`src/rtl/gba_rom_loader.sv`:
```
// Packs the IO loader byte stream into little-endian halfwords, buffers them in a
// small FIFO and writes them to SDRAM at a mode-dependent base through a req/ack port.
module gba_rom_loader #(
  parameter logic [25:0] BASE_ROM     = 26'h0000000,
  parameter logic [25:0] ROM_MAX      = 26'h2000000,
  parameter logic [25:0] BASE_CARTRAM = 26'h2010000,
  parameter logic [25:0] CARTRAM_MAX  = 26'h0020000,
  parameter logic [25:0] BASE_BIOS    = 26'h2000000,
  parameter logic [25:0] BIOS_MAX     = 26'h0004000,
  parameter int          FIFO_DEPTH   = 8
) (
  input  logic        clk,
  input  logic        resetn,
  input  logic [2:0]  rom_loading,
  input  logic [7:0]  rom_do,
  input  logic        rom_do_valid,
  output logic        mem_req,
  input  logic        mem_ack,
  output logic [25:0] mem_addr,
  output logic [15:0] mem_wdata,
  output logic [1:0]  mem_be,
  output logic        loading,
  output logic        load_done,
  output logic [25:0] rom_size,
  output logic        overflow,
  output logic [1:0]  dbg_state
);

  localparam int PW = $clog2(FIFO_DEPTH);

  typedef enum logic [1:0] {S_IDLE, S_LOAD, S_FLUSH, S_DONE} state_t;

  typedef struct packed {
    logic [25:0] addr;
    logic [15:0] data;
    logic [1:0]  be;
  } entry_t;

  // Memory port: mem_req is a level held with addr/wdata/be stable until the
  // cycle mem_ack is sampled high; the entry leaves the FIFO when it is launched,
  // so the output register is one extra slot of buffering.
  state_t      state_q, state_d;
  logic [2:0]  mode_q, mode_d;
  logic [25:0] base_q, base_d;
  logic [25:0] max_q, max_d;
  logic [25:0] count_q, count_d;
  logic [7:0]  partial_q, partial_d;
  logic        overflow_q, overflow_d;
  logic [25:0] rom_size_q, rom_size_d;
  logic        req_q, req_d;
  logic [25:0] addr_q, addr_d;
  logic [15:0] wdata_q, wdata_d;
  logic [1:0]  be_q, be_d;

  entry_t      fifo_q [FIFO_DEPTH];
  logic [PW:0] wr_ptr_q, rd_ptr_q;
  logic        fifo_empty, fifo_full, pop, push_en, push_ok, start_load, wr_mode;
  entry_t      push_entry, head;
  logic [25:0] sel_base, sel_max, hw_addr;

  assign fifo_empty = (wr_ptr_q == rd_ptr_q);
  assign fifo_full  = (wr_ptr_q[PW] != rd_ptr_q[PW]) &&
                      (wr_ptr_q[PW-1:0] == rd_ptr_q[PW-1:0]);
  assign head       = fifo_q[rd_ptr_q[PW-1:0]];
  assign pop        = !fifo_empty && (!req_q || mem_ack);
  assign wr_mode    = (mode_q == 3'd1) || (mode_q == 3'd2) || (mode_q == 3'd4);
  assign hw_addr    = base_q + {count_q[25:1], 1'b0};

  // Non-writing modes count without a limit other than the counter width.
  always_comb begin
    sel_base = 26'd0;
    sel_max  = '1;
    case (rom_loading)
      3'd1: begin sel_base = BASE_ROM;     sel_max = ROM_MAX;     end
      3'd2: begin sel_base = BASE_CARTRAM; sel_max = CARTRAM_MAX; end
      3'd4: begin sel_base = BASE_BIOS;    sel_max = BIOS_MAX;    end
      default: ;
    endcase
  end

  always_comb begin
    state_d    = state_q;
    mode_d     = mode_q;
    base_d     = base_q;
    max_d      = max_q;
    count_d    = count_q;
    partial_d  = partial_q;
    overflow_d = overflow_q;
    rom_size_d = rom_size_q;
    req_d      = req_q;
    addr_d     = addr_q;
    wdata_d    = wdata_q;
    be_d       = be_q;
    push_en    = 1'b0;
    push_entry = '0;
    start_load = 1'b0;

    case (state_q)
      S_IDLE: begin
        if (rom_loading != 3'd0) begin
          start_load = 1'b1;
          state_d    = S_LOAD;
        end
      end
      S_LOAD: begin
        if (rom_loading != mode_q) begin
          state_d = S_FLUSH;
          if (rom_do_valid) overflow_d = 1'b1;
          if (count_q[0] && wr_mode) begin
            push_en    = 1'b1;
            push_entry = '{addr: hw_addr, data: {8'h00, partial_q}, be: 2'b01};
          end
        end else if (rom_do_valid) begin
          if (count_q < max_q) begin
            count_d = count_q + 26'd1;
            if (!count_q[0]) begin
              partial_d = rom_do;
            end else if (wr_mode) begin
              push_en    = 1'b1;
              push_entry = '{addr: hw_addr, data: {rom_do, partial_q}, be: 2'b11};
            end
          end else begin
            overflow_d = 1'b1;
          end
        end
      end
      S_FLUSH: begin
        if (rom_do_valid) overflow_d = 1'b1;
        if (fifo_empty && !req_q) state_d = S_DONE;
      end
      S_DONE: begin
        if (mode_q == 3'd1) rom_size_d = count_q;
        if (rom_loading != 3'd0) begin
          start_load = 1'b1;
          state_d    = S_LOAD;
        end else begin
          state_d = S_IDLE;
        end
      end
      default: state_d = S_IDLE;
    endcase

    // A full FIFO still accepts a push when the head leaves in the same cycle.
    push_ok = push_en && (!fifo_full || pop);
    if (push_en && !push_ok) overflow_d = 1'b1;

    if (start_load) begin
      mode_d     = rom_loading;
      base_d     = sel_base;
      max_d      = sel_max;
      count_d    = 26'd0;
      partial_d  = 8'h00;
      overflow_d = 1'b0;
    end

    if (pop) begin
      req_d   = 1'b1;
      addr_d  = head.addr;
      wdata_d = head.data;
      be_d    = head.be;
    end else if (req_q && mem_ack) begin
      req_d = 1'b0;
    end
  end

  always_ff @(posedge clk or negedge resetn) begin
    if (!resetn) begin
      state_q    <= S_IDLE;
      mode_q     <= 3'd0;
      base_q     <= 26'd0;
      max_q      <= 26'd0;
      count_q    <= 26'd0;
      partial_q  <= 8'h00;
      overflow_q <= 1'b0;
      rom_size_q <= 26'd0;
      req_q      <= 1'b0;
      addr_q     <= 26'd0;
      wdata_q    <= 16'd0;
      be_q       <= 2'b00;
    end else begin
      state_q    <= state_d;
      mode_q     <= mode_d;
      base_q     <= base_d;
      max_q      <= max_d;
      count_q    <= count_d;
      partial_q  <= partial_d;
      overflow_q <= overflow_d;
      rom_size_q <= rom_size_d;
      req_q      <= req_d;
      addr_q     <= addr_d;
      wdata_q    <= wdata_d;
      be_q       <= be_d;
    end
  end

  always_ff @(posedge clk or negedge resetn) begin
    if (!resetn) begin
      wr_ptr_q <= '0;
      rd_ptr_q <= '0;
      for (int i = 0; i < FIFO_DEPTH; i++) fifo_q[i] <= '0;
    end else begin
      if (push_ok) begin
        fifo_q[wr_ptr_q[PW-1:0]] <= push_entry;
        wr_ptr_q <= wr_ptr_q + 1'b1;
      end
      if (pop) rd_ptr_q <= rd_ptr_q + 1'b1;
    end
  end

  assign mem_req   = req_q;
  assign mem_addr  = addr_q;
  assign mem_wdata = wdata_q;
  assign mem_be    = be_q;
  assign loading   = (state_q != S_IDLE);
  assign load_done = (state_q == S_DONE);
  assign rom_size  = rom_size_q;
  assign overflow  = overflow_q;
  assign dbg_state = state_q;

endmodule

```
`config.mk`:
```
export PLATFORM = sky130hd
export DESIGN_NAME = gba_rom_loader
export DESIGN_NICKNAME = d
export VERILOG_FILES = /design/src/rtl/gba_rom_loader.sv
export SDC_FILE = /design/constraint.sdc
export NUM_CORES = 1
export LEC_CHECK = 0
export CAP_MARGIN = 0
export CORE_ASPECT_RATIO = 1.25
export CORE_UTILIZATION = 54
export DETAILED_ROUTE_END_ITERATION = 12
export HOLD_SLACK_MARGIN = 0.1
export PLACE_DENSITY = 0.83
export SLEW_MARGIN = 20
export SYNTH_ARGS = -nofsm -noshare
export SYNTH_HDL_FRONTEND = slang
export SYNTH_SLANG_ARGS = --single-unit
```
`constraint.sdc`:
```
create_clock -name clk -period 7.7 [get_ports clk]
set_input_delay 1.925 -clock clk [delete_from_list [all_inputs] [get_ports clk]]
set_output_delay 1.925 -clock clk [all_outputs]
set_load 0.02 [all_outputs]
```
==> results_tabular.tex, run 1 <==
\begin{tabular}{lr}
\hline
Metric & Value \\
\hline
\multicolumn{2}{l}{\textbf{Clock network}} \\
\quad Post-CTS setup buffer count & 0 \\
\quad Total CTS buffers & 45 \\
\quad Hold-fix buffer count after cts & 0 \\
\quad Post-cts resize count & 0 \\
\quad CTS H-Tree Depth & 2 \\
\quad CTS tree & yes \\
\quad Clock sinks & between 400 and 500 \\
\quad Max Buffers Root-to-Sink & 3 \\
\quad Clock-pin slew reported for the worst setup and hold paths after clock tree synthesis & roughly 0.06 ns \\
\quad Source-to-sink clock delay at the later pin of the worst-skew pair & 0.56 ns \\
\quad Clock root buffer & sky130\_fd\_sc\_hd\_\_clkbuf\_16 \\
\multicolumn{2}{l}{\textbf{Hold path}} \\
\quad Worst min-delay path category & flip-flop to flip-flop \\
\quad Hold depth & 1 \\
\multicolumn{2}{l}{\textbf{Global route}} \\
\quad GRT overflow & 0 \\
\quad Number of antenna violations at the first check in global routing & 0 \\
\quad Maximum number of pins on one net before global-route repair & 194 \\
\quad Number of global-route vias before repair & around 14000 \\
\quad Total routing resource utilization after global routing & 24.2\% \\
\quad First-pass GRT wire length & 77.3 mm \\
\multicolumn{2}{l}{\textbf{STA}} \\
\quad Final min period & just under 5 ns \\
\quad Pin slew with the least headroom to its limit & 1.08 ns \\
\quad Total count of max-transition violations in the final report & 0 \\
\quad Final WS setup & roughly 2.8 ns \\
\quad Worst slew margin & 27.8\% \\
\quad Count of endpoints failing hold in the final timing report & 0 \\
\quad Total negative slack for setup checks & 0 ns \\
\quad Unrepaired setup endpoints after global routing & no \\
\quad Worst hold slack & roughly 0.47 ns \\
\quad Final setup violation count & 0 \\
\quad Final worst-path cycle share & 64.3\% \\
\quad Clock tree skew after final layout & roughly 0.011 ns \\
\quad Peak clock frequency supported by timing & 202 MHz \\
\multicolumn{2}{l}{\textbf{Setup path}} \\
\quad Number of cells on the worst reg-to-reg path & 10 \\
\quad Slowest stage cell on the critical path & sky130\_fd\_sc\_hd\_\_a221oi\_4 \\
\quad Element type at the critical path end & flip-flop \\
\quad Data required time at the worst endpoint & 8.13 ns \\
\quad Worst path arrival time & 5.38 ns \\
\quad Worst path max stage delay & 0.76 ns \\
\quad Startpoint types & flip-flop \\
\quad Kind of critical path & flip-flop to flip-flop \\
\quad CP max FO & 30 \\
\quad Cell chain of the critical path & inv\_1, ha\_1, a211o\_1, a21oi\_1, o211ai\_1, a221oi\_4, a41oi\_4, nor3\_4, buf\_4, mux2\_2 \\
\multicolumn{2}{l}{\textbf{Run}} \\
\quad Max-Cap Viols & 0 \\
\multicolumn{2}{l}{\textbf{Finish}} \\
\quad Area growth, synth to finish & 11.8\% \\
\quad Final cell utilization of the core & 61.8\% \\
\quad Most frequent standard cell in the layout excluding fill and tap cells & sky130\_fd\_sc\_hd\_\_dfrtp\_1 \\
\quad Top library cells by usage in the layout, fill and taps aside & sky130\_fd\_sc\_hd\_\_dfrtp\_1, sky130\_fd\_sc\_hd\_\_mux2\_2, sky130\_fd\_sc\_hd\_\_clkdlybuf4s50\_1, sky130\_fd\_sc\_hd\_\_mux4\_2, sky130\_fd\_sc\_hd\_\_nand2\_1 \\
\quad Fraction of layout cells with a size suffix above 1 & 34.1\% \\
\quad Fill cell count & 2785 \\
\quad \# diodes & 0 \\
\quad Net count, final & 1635 \\
\multicolumn{2}{l}{\textbf{Die}} \\
\quad Horiz. Die Dim & 182 um \\
\quad Number of I/O pins & between 90 and 100 \\
\quad Die area & 0.0412 mm\^{}2 \\
\quad Site row count & a little over 80 \\
\quad Vertical extent of the die & 227 um \\
\quad Floorplan core area & roughly 0.039 mm\^{}2 \\
\quad Starting density of the core & 55.3\% \\
\multicolumn{2}{l}{\textbf{Yosys}} \\
\quad Largest area contributor in the synthesized netlist & sky130\_fd\_sc\_hd\_\_dfrtp\_1 \\
\quad Synthesized cell area & 0.0218 mm\^{}2 \\
\quad Syn avg cell area & 13.9 um\^{}2 \\
\quad Synthesized netlist net count & approximately 1600 \\
\quad EDFF count, synth & 0 \\
\quad Area share of the largest cell type after synthesis & 53.7\% \\
\quad Sequential cell area fraction in the yosys report & between 50 and 60\% \\
\quad Count of warnings emitted by yosys & 0 \\
\quad Number of flip-flops and latches in the synthesized netlist & 468 \\
\quad Synthesized instance count & 1563 \\
\quad Commonest register cell after synthesis & sky130\_fd\_sc\_hd\_\_dfrtp\_1 \\
\quad Leading cell types by total area after synthesis & sky130\_fd\_sc\_hd\_\_dfrtp\_1, sky130\_fd\_sc\_hd\_\_mux2\_2, sky130\_fd\_sc\_hd\_\_mux4\_2 \\
\quad Cell variety after synth & 61 \\
\quad Post-synthesis async set-or-reset flop share & 100\% \\
\multicolumn{2}{l}{\textbf{Pwr}} \\
\quad Power consumption & 6.04 mW \\
\quad Power Density & 248 mW/mm\^{}2 \\
\quad IR Drop Worst-Case VDD & 403 uV \\
\quad Standby leakage power & 11.8 nW \\
\multicolumn{2}{l}{\textbf{Route}} \\
\quad Vias post-DR & around 13000 \\
\quad Routed length per instance & around 22 um \\
\quad Drt via density & 6.11 \\
\quad Detailed Routing Iterations Pass 1 & 5 \\
\quad Count of nets left with antenna violations after detail routing & 0 \\
\quad Total wire length & 47.6 mm \\
\quad DR DRC count & 0 \\
\quad Drt initial violations & between 800 and 900 \\
\multicolumn{2}{l}{\textbf{Placement}} \\
\quad GP Congestion & 0.890 \\
\quad Worst slack at placement & roughly 2.4 ns \\
\quad Count of port buffers added during placement & between 80 and 90 \\
\quad Total half-perimeter wirelength after legalization and detailed placement & 29.4 mm \\
\multicolumn{2}{l}{\textbf{Outcome}} \\
\quad Status & finished clean \\
\hline
\end{tabular}
==> flip-flops by register name, summed over array words and instances, names as in the netlist, 3 cells and up <==
register	cells
mem_wdata	16
rom_size	26
fifo_q	344
max_q	4
count_q	26
mode_q	3
mem_addr	25
partial_q	8
wr_ptr_q	4
rd_ptr_q	4
==> critical path, delay by kind of cell (launching register included) <==
kind,cells,cell delay (ns)
flops,1,0.38
fa+ha+maj,1,0.37
buf+inv,2,1.21
mux,1,0.41
compound gates,5,1.68
simple gates,1,0.73
==> final timing paths <==
| kind | startpoint | end | slack (ns) |
|---|---|---|---|
| worst min-delay path | fifo_q[132] | fifo_q[132] | 0.47 |
| min in group asynchronous | resetn | mem_wdata[2] | 1.38 |
| max in group asynchronous | resetn | fifo_q[169] | 4.81 |
| worst min register to register | fifo_q[132] | fifo_q[132] | 0.47 |
| worst max-delay path | max_q[24] | fifo_q[175] | 2.75 |
| worst max register to register | max_q[24] | fifo_q[175] | 2.75 |
==> final cells by class <==
cell class                 count  area (um^2)  area share [%]
clock inverter                 8         97.6           0.400
timing repair buffer         113         1110            4.55
sequential                   468        11700            48.1
clock buffer                  74         1370            5.61
tap                          498          623            2.56
multi-input combinational    946         9410            38.6
inverter                      12         45.0           0.185
==> per-layer routing <==
metal | vias to the layer above | track usage [%] | part of all wire (%)
met1 | 6810 | 32.4 | 42
met3 | 96 | 3.18 | 4.5
met2 | 337 | 40.2 | 50
met4 | 0 | 9.62 | 3.3
li1 | 5711 | - | -
met5 | - | 0 | 0
==> report_power, final <==
part	internal, mW	switching, mW	total (mW)
logic	0.452	0.700	1.15
registers	2.52	0.166	2.69
clock network	1.28	0.922	2.20
total	4.25	1.79	6.04
==> stage by stage <==
stage	std cells	instance area, um^2
floorplan	1563	21800
global placement	2036	22900
detailed placement	2036	22900
CTS	2118	24300
global route	2119	24400
finish	2119	24400
==> cells in the mapped netlist, types with 3 or more instances <==
cell and n:
sky130_fd_sc_hd__nand2b_1 8, sky130_fd_sc_hd__a31oi_1 4, sky130_fd_sc_hd__xor2_1 18, sky130_fd_sc_hd__buf_2 11
sky130_fd_sc_hd__or4_1 4, sky130_fd_sc_hd__nand4_1 17, sky130_fd_sc_hd__dfrtp_1 468, sky130_fd_sc_hd__and3_1 44
sky130_fd_sc_hd__nand3_1 16, sky130_fd_sc_hd__o21ai_0 63, sky130_fd_sc_hd__nand2_1 84, sky130_fd_sc_hd__or2_2 5
sky130_fd_sc_hd__xnor2_1 17, sky130_fd_sc_hd__nor3_1 8, sky130_fd_sc_hd__buf_6 8, sky130_fd_sc_hd__ha_1 34
sky130_fd_sc_hd__nor2_1 28, sky130_fd_sc_hd__clkbuf_2 3, sky130_fd_sc_hd__o22ai_1 3, sky130_fd_sc_hd__clkbuf_1 85
sky130_fd_sc_hd__nor4_1 3, sky130_fd_sc_hd__buf_4 18, sky130_fd_sc_hd__mux2_2 350, sky130_fd_sc_hd__mux2_1 14
sky130_fd_sc_hd__a21oi_1 30, sky130_fd_sc_hd__mux2i_1 45, sky130_fd_sc_hd__a41o_1 3, sky130_fd_sc_hd__inv_1 12
sky130_fd_sc_hd__mux4_2 86, sky130_fd_sc_hd__and2_1 11, sky130_fd_sc_hd__o31ai_1 3, sky130_fd_sc_hd__o21a_1 8
sky130_fd_sc_hd__a21o_1 4, sky130_fd_sc_hd__buf_1 12
==> cells by family after synthesis <==
logic type               count (synthesis)  synth area share (%)
AO/OA/AOI/OAI                          137                  3.95
XOR/XNOR                                35                  1.41
adder cells (fa/ha/maj)                 34                  1.95
buffers and inverters                  149                  3.23
flip-flops                             468                  53.7
multiplexers                           495                  29.7
other                                    1                0.0172
AND/OR/NAND/NOR                        244                  5.98
No activity file was read; power rests on OpenSTA's default activity.
==> inputs of run 2 (changes only) <==
Clock period 7.7 ns to 4.65 ns, I/O delays scaled along.
==> run 2 against run 1 <==
  * Sequential power up 60%
  * First-iteration DRC count up 18%
  * Critical path depth up 1
  * Largest power group unchanged
  * Power up 65%
  * Fmax up 25%
  * Worst setup slack worse by 2.1 ns
  * Combinational power up 80%
==> results_tabular.tex, run 2 (synthesis gave the netlist of run 1 again) <==
\begin{tabular}{lr}
\hline
Metric & Value \\
\hline
\multicolumn{2}{l}{\textbf{Outcome}} \\
\quad Status & finished clean \\
\multicolumn{2}{l}{\textbf{Finish}} \\
\quad Final cell utilization of the core & 62.3\% (+0.43 points) \\
\quad Area growth, synth to finish & 12.6\% \\
\quad Fraction of layout cells with a size suffix above 1 & 34.8\% (+0.76 points) \\
\quad Top library cells by usage in the layout, fill and taps aside & sky130\_fd\_sc\_hd\_\_dfrtp\_1, sky130\_fd\_sc\_hd\_\_mux2\_2, sky130\_fd\_sc\_hd\_\_clkdlybuf4s50\_1, sky130\_fd\_sc\_hd\_\_mux4\_2, sky130\_fd\_sc\_hd\_\_nand2\_1 \\
\quad Top register by number of flip-flops & fifo\_q \\
\quad Post-layout instance count excluding filler cells & 2121 (+0.094\%) \\
\quad Most frequent standard cell in the layout excluding fill and tap cells & sky130\_fd\_sc\_hd\_\_dfrtp\_1 \\
\quad Net count, final & 1641 (+0.37\%) \\
\quad \# diodes & 0 (unchanged) \\
\quad Number of flip-flops in the largest register & 344 (unchanged) \\
\multicolumn{2}{l}{\textbf{Pwr}} \\
\quad Standby leakage power & 11.9 nW (+0.59\%) \\
\quad Power Density & 406 mW/mm\^{}2 (+64\%) \\
\quad Power consumption & 9.95 mW (+65\%) \\
\quad Combinational share of power & 20.8\% (+1.7 points) \\
\quad Relative contribution of the clock network to total power & 35.9\% (-0.5 points) \\
\quad IR Drop Worst-Case VDD & 376 uV (-6.7\%) \\
\quad Switching share of total power & 29.8\% (+0.24 points) \\
\quad Power spent charging and discharging nets & 2.97 mW (+66\%) \\
\quad Internal power & 6.98 mW (+64\%) \\
\quad Seq pwr share & 43.3\% (-1.2 points) \\
\multicolumn{2}{l}{\textbf{Die}} \\
\quad Starting density of the core & 55.3\% (unchanged) \\
\quad Vertical extent of the die & 227 um (unchanged) \\
\quad Die area & 0.0412 mm\^{}2 (unchanged) \\
\quad Floorplan core area & 0.0394 mm\^{}2 (unchanged) \\
\quad Number of I/O pins & 91 (unchanged) \\
\quad Site row count & 81 (unchanged) \\
\quad Horiz. Die Dim & 182 um (unchanged) \\
\multicolumn{2}{l}{\textbf{Global route}} \\
\quad First-pass GRT wire length & 77.1 mm (-0.15\%) \\
\quad Maximum number of pins on one net before global-route repair & 140 (-28\%) \\
\quad GR met1 Demand/Resource & 32.1\% (-0.33 points) \\
\quad Met3 global-route usage & 2.99\% (-0.19 points) \\
\quad Number of global-route vias before repair & 14000 (+1.4\%) \\
\quad Highest-utilization routing layer at the global route stage & met2 \\
\quad Number of antenna violations at the first check in global routing & 0 (unchanged) \\
\quad GRT overflow & 0 (unchanged) \\
\quad Global routing met2 resource utilization & 40.4\% (+0.20 points) \\
\quad Total routing resource utilization after global routing & 24.0\% (-0.19 points) \\
\multicolumn{2}{l}{\textbf{Route}} \\
\quad DR DRC count & 0 (unchanged) \\
\quad Total wire length & 47.5 mm (-0.19\%) \\
\quad Routed length per instance & 22.4 um (-0.28\%) \\
\quad Detailed Routing Iterations Pass 1 & 5 (unchanged) \\
\quad Drt via density & 6.20 (+1.4\%) \\
\quad Count of nets left with antenna violations after detail routing & 0 (unchanged) \\
\quad Drt initial violations & 962 (+18\%) \\
\quad Vias post-DR & 13200 (+1.5\%) \\
\multicolumn{2}{l}{\textbf{Setup path}} \\
\quad Kind of critical path & flip-flop to flip-flop \\
\quad Slowest stage cell on the critical path & sky130\_fd\_sc\_hd\_\_inv\_1 \\
\quad Buffers and inverters on the worst path & 3 (+1) \\
\quad Worst path max stage delay & 0.59 ns (-0.17 ns) \\
\quad Cell chain of the critical path & inv\_1, ha\_1, a211o\_1, a21oi\_1, o211ai\_1, a221oi\_4, buf\_4, a41oi\_4, nor3b\_4, buf\_12, mux2\_2 \\
\quad Data required time at the worst endpoint & 5.09 ns (-3.04 ns) \\
\quad Category of cells accounting for the largest share of critical-path delay & buffers and inverters \\
\quad Critical R2R Launch & max\_q[24] \\
\quad Worst path arrival time & 4.39 ns (-0.99 ns) \\
\quad Element type at the critical path end & flip-flop \\
\quad CP max FO & 43 (+43\%) \\
\quad Startpoint types & flip-flop \\
\quad CP startpoint & max\_q[24] \\
\multicolumn{2}{l}{\textbf{Placement}} \\
\quad Count of port buffers added during placement & 89 (unchanged) \\
\quad Total half-perimeter wirelength after legalization and detailed placement & 28.6 mm (-2.5\%) \\
\quad GP Congestion & 0.875 (-1.7\%) \\
\quad Placed cell count & 2042 (+0.29\%) \\
\multicolumn{2}{l}{\textbf{Clock network}} \\
\quad Post-CTS setup buffer count & 0 (unchanged) \\
\quad Source-to-sink clock delay at the later pin of the worst-skew pair & 0.56 ns (about the same) \\
\quad CTS H-Tree Depth & 2 (unchanged) \\
\quad Clock sinks & 468 (unchanged) \\
\quad Post-cts resize count & 0 (unchanged) \\
\quad Total CTS buffers & 45 (unchanged) \\
\quad Hold-fix buffer count after cts & 0 (unchanged) \\
\quad CTS tree & yes \\
\quad Clock root buffer & sky130\_fd\_sc\_hd\_\_clkbuf\_16 \\
\quad Max Buffers Root-to-Sink & 3 (unchanged) \\
\quad Clock-pin slew reported for the worst setup and hold paths after clock tree synthesis & 0.06 ns (about the same) \\
\multicolumn{2}{l}{\textbf{STA}} \\
\quad Total negative slack for setup checks & 0 ns (unchanged) \\
\quad Final min period & 3.96 ns (-0.989 ns) \\
\quad Count of endpoints failing hold in the final timing report & 0 (unchanged) \\
\quad Clock tree skew after final layout & 0.0164 ns (+0.00576 ns) \\
\quad Total count of max-transition violations in the final report & 0 (unchanged) \\
\quad Final setup violation count & 0 (unchanged) \\
\quad Final worst-path cycle share & 85.1\% (+21 points) \\
\quad Peak clock frequency supported by timing & 253 MHz (+25\%) \\
\quad Worst slew margin & 31.2\% (+3.5 points) \\
\quad Unrepaired setup endpoints after global routing & no \\
\quad Pin slew with the least headroom to its limit & 1.03 ns (-0.0493 ns) \\
\multicolumn{2}{l}{\textbf{Hold path}} \\
\quad Worst min-delay path category & flip-flop to flip-flop \\
\quad Worst Min Path Start & fifo\_q[176] \\
\multicolumn{2}{l}{\textbf{Run}} \\
\quad Max-Cap Viols & 0 (unchanged) \\
\hline
\end{tabular}
run 2: layout make-up:
type,instances,area [um^2]
fillers,2754,14900
flip-flops and latches,468,11700
multi-input cells,946,9420
repair buffers,119,1300
clock buffers,59,1270
well taps,498,623
clock inverters,19,163
inverters,12,45.0
run 2: final timing paths:
path	to	slack (ns)	cells after the start
setup / recovery	fifo_q[52]	0.69	11
hold / removal	fifo_q[176]	0.47	1
setup reg to reg	fifo_q[52]	0.69	11
hold reg to reg	fifo_q[176]	0.47	1
max in group asynchronous	fifo_q[13]	2.80	3
min in group asynchronous	fifo_q[4]	0.52	1
run 2: per-stage QoR:
stage	worst slack [ns]	cell area [um^2]	hold WS [ns]
final	0.691	24500	0.466
after global routing	0.462	24500	0.476
after floorplan	1.31	21800	0.429
after detailed placement	0.690	23100	0.451
after CTS	0.742	24500	0.466
after global placement	0.802	23100	0.446
run 2: power by group through the flow:
stage | clock network [mW] | logic [mW] | registers (mW)
floorplan | 0 | 1.50 | 4.33
global placement | 0 | 2.03 | 4.37
detailed placement | 0 | 2.07 | 4.38
CTS | 3.63 | 2.08 | 4.30
global route | 3.77 | 2.24 | 4.32
finish | 3.57 | 2.07 | 4.31
run 2: metal layers:
metal	vias to the layer above	share of wire (%)
met3	106	4.6
met4	0	2.9
met5	-	0
li1	5711	-
met1	6953	42
met2	383	51
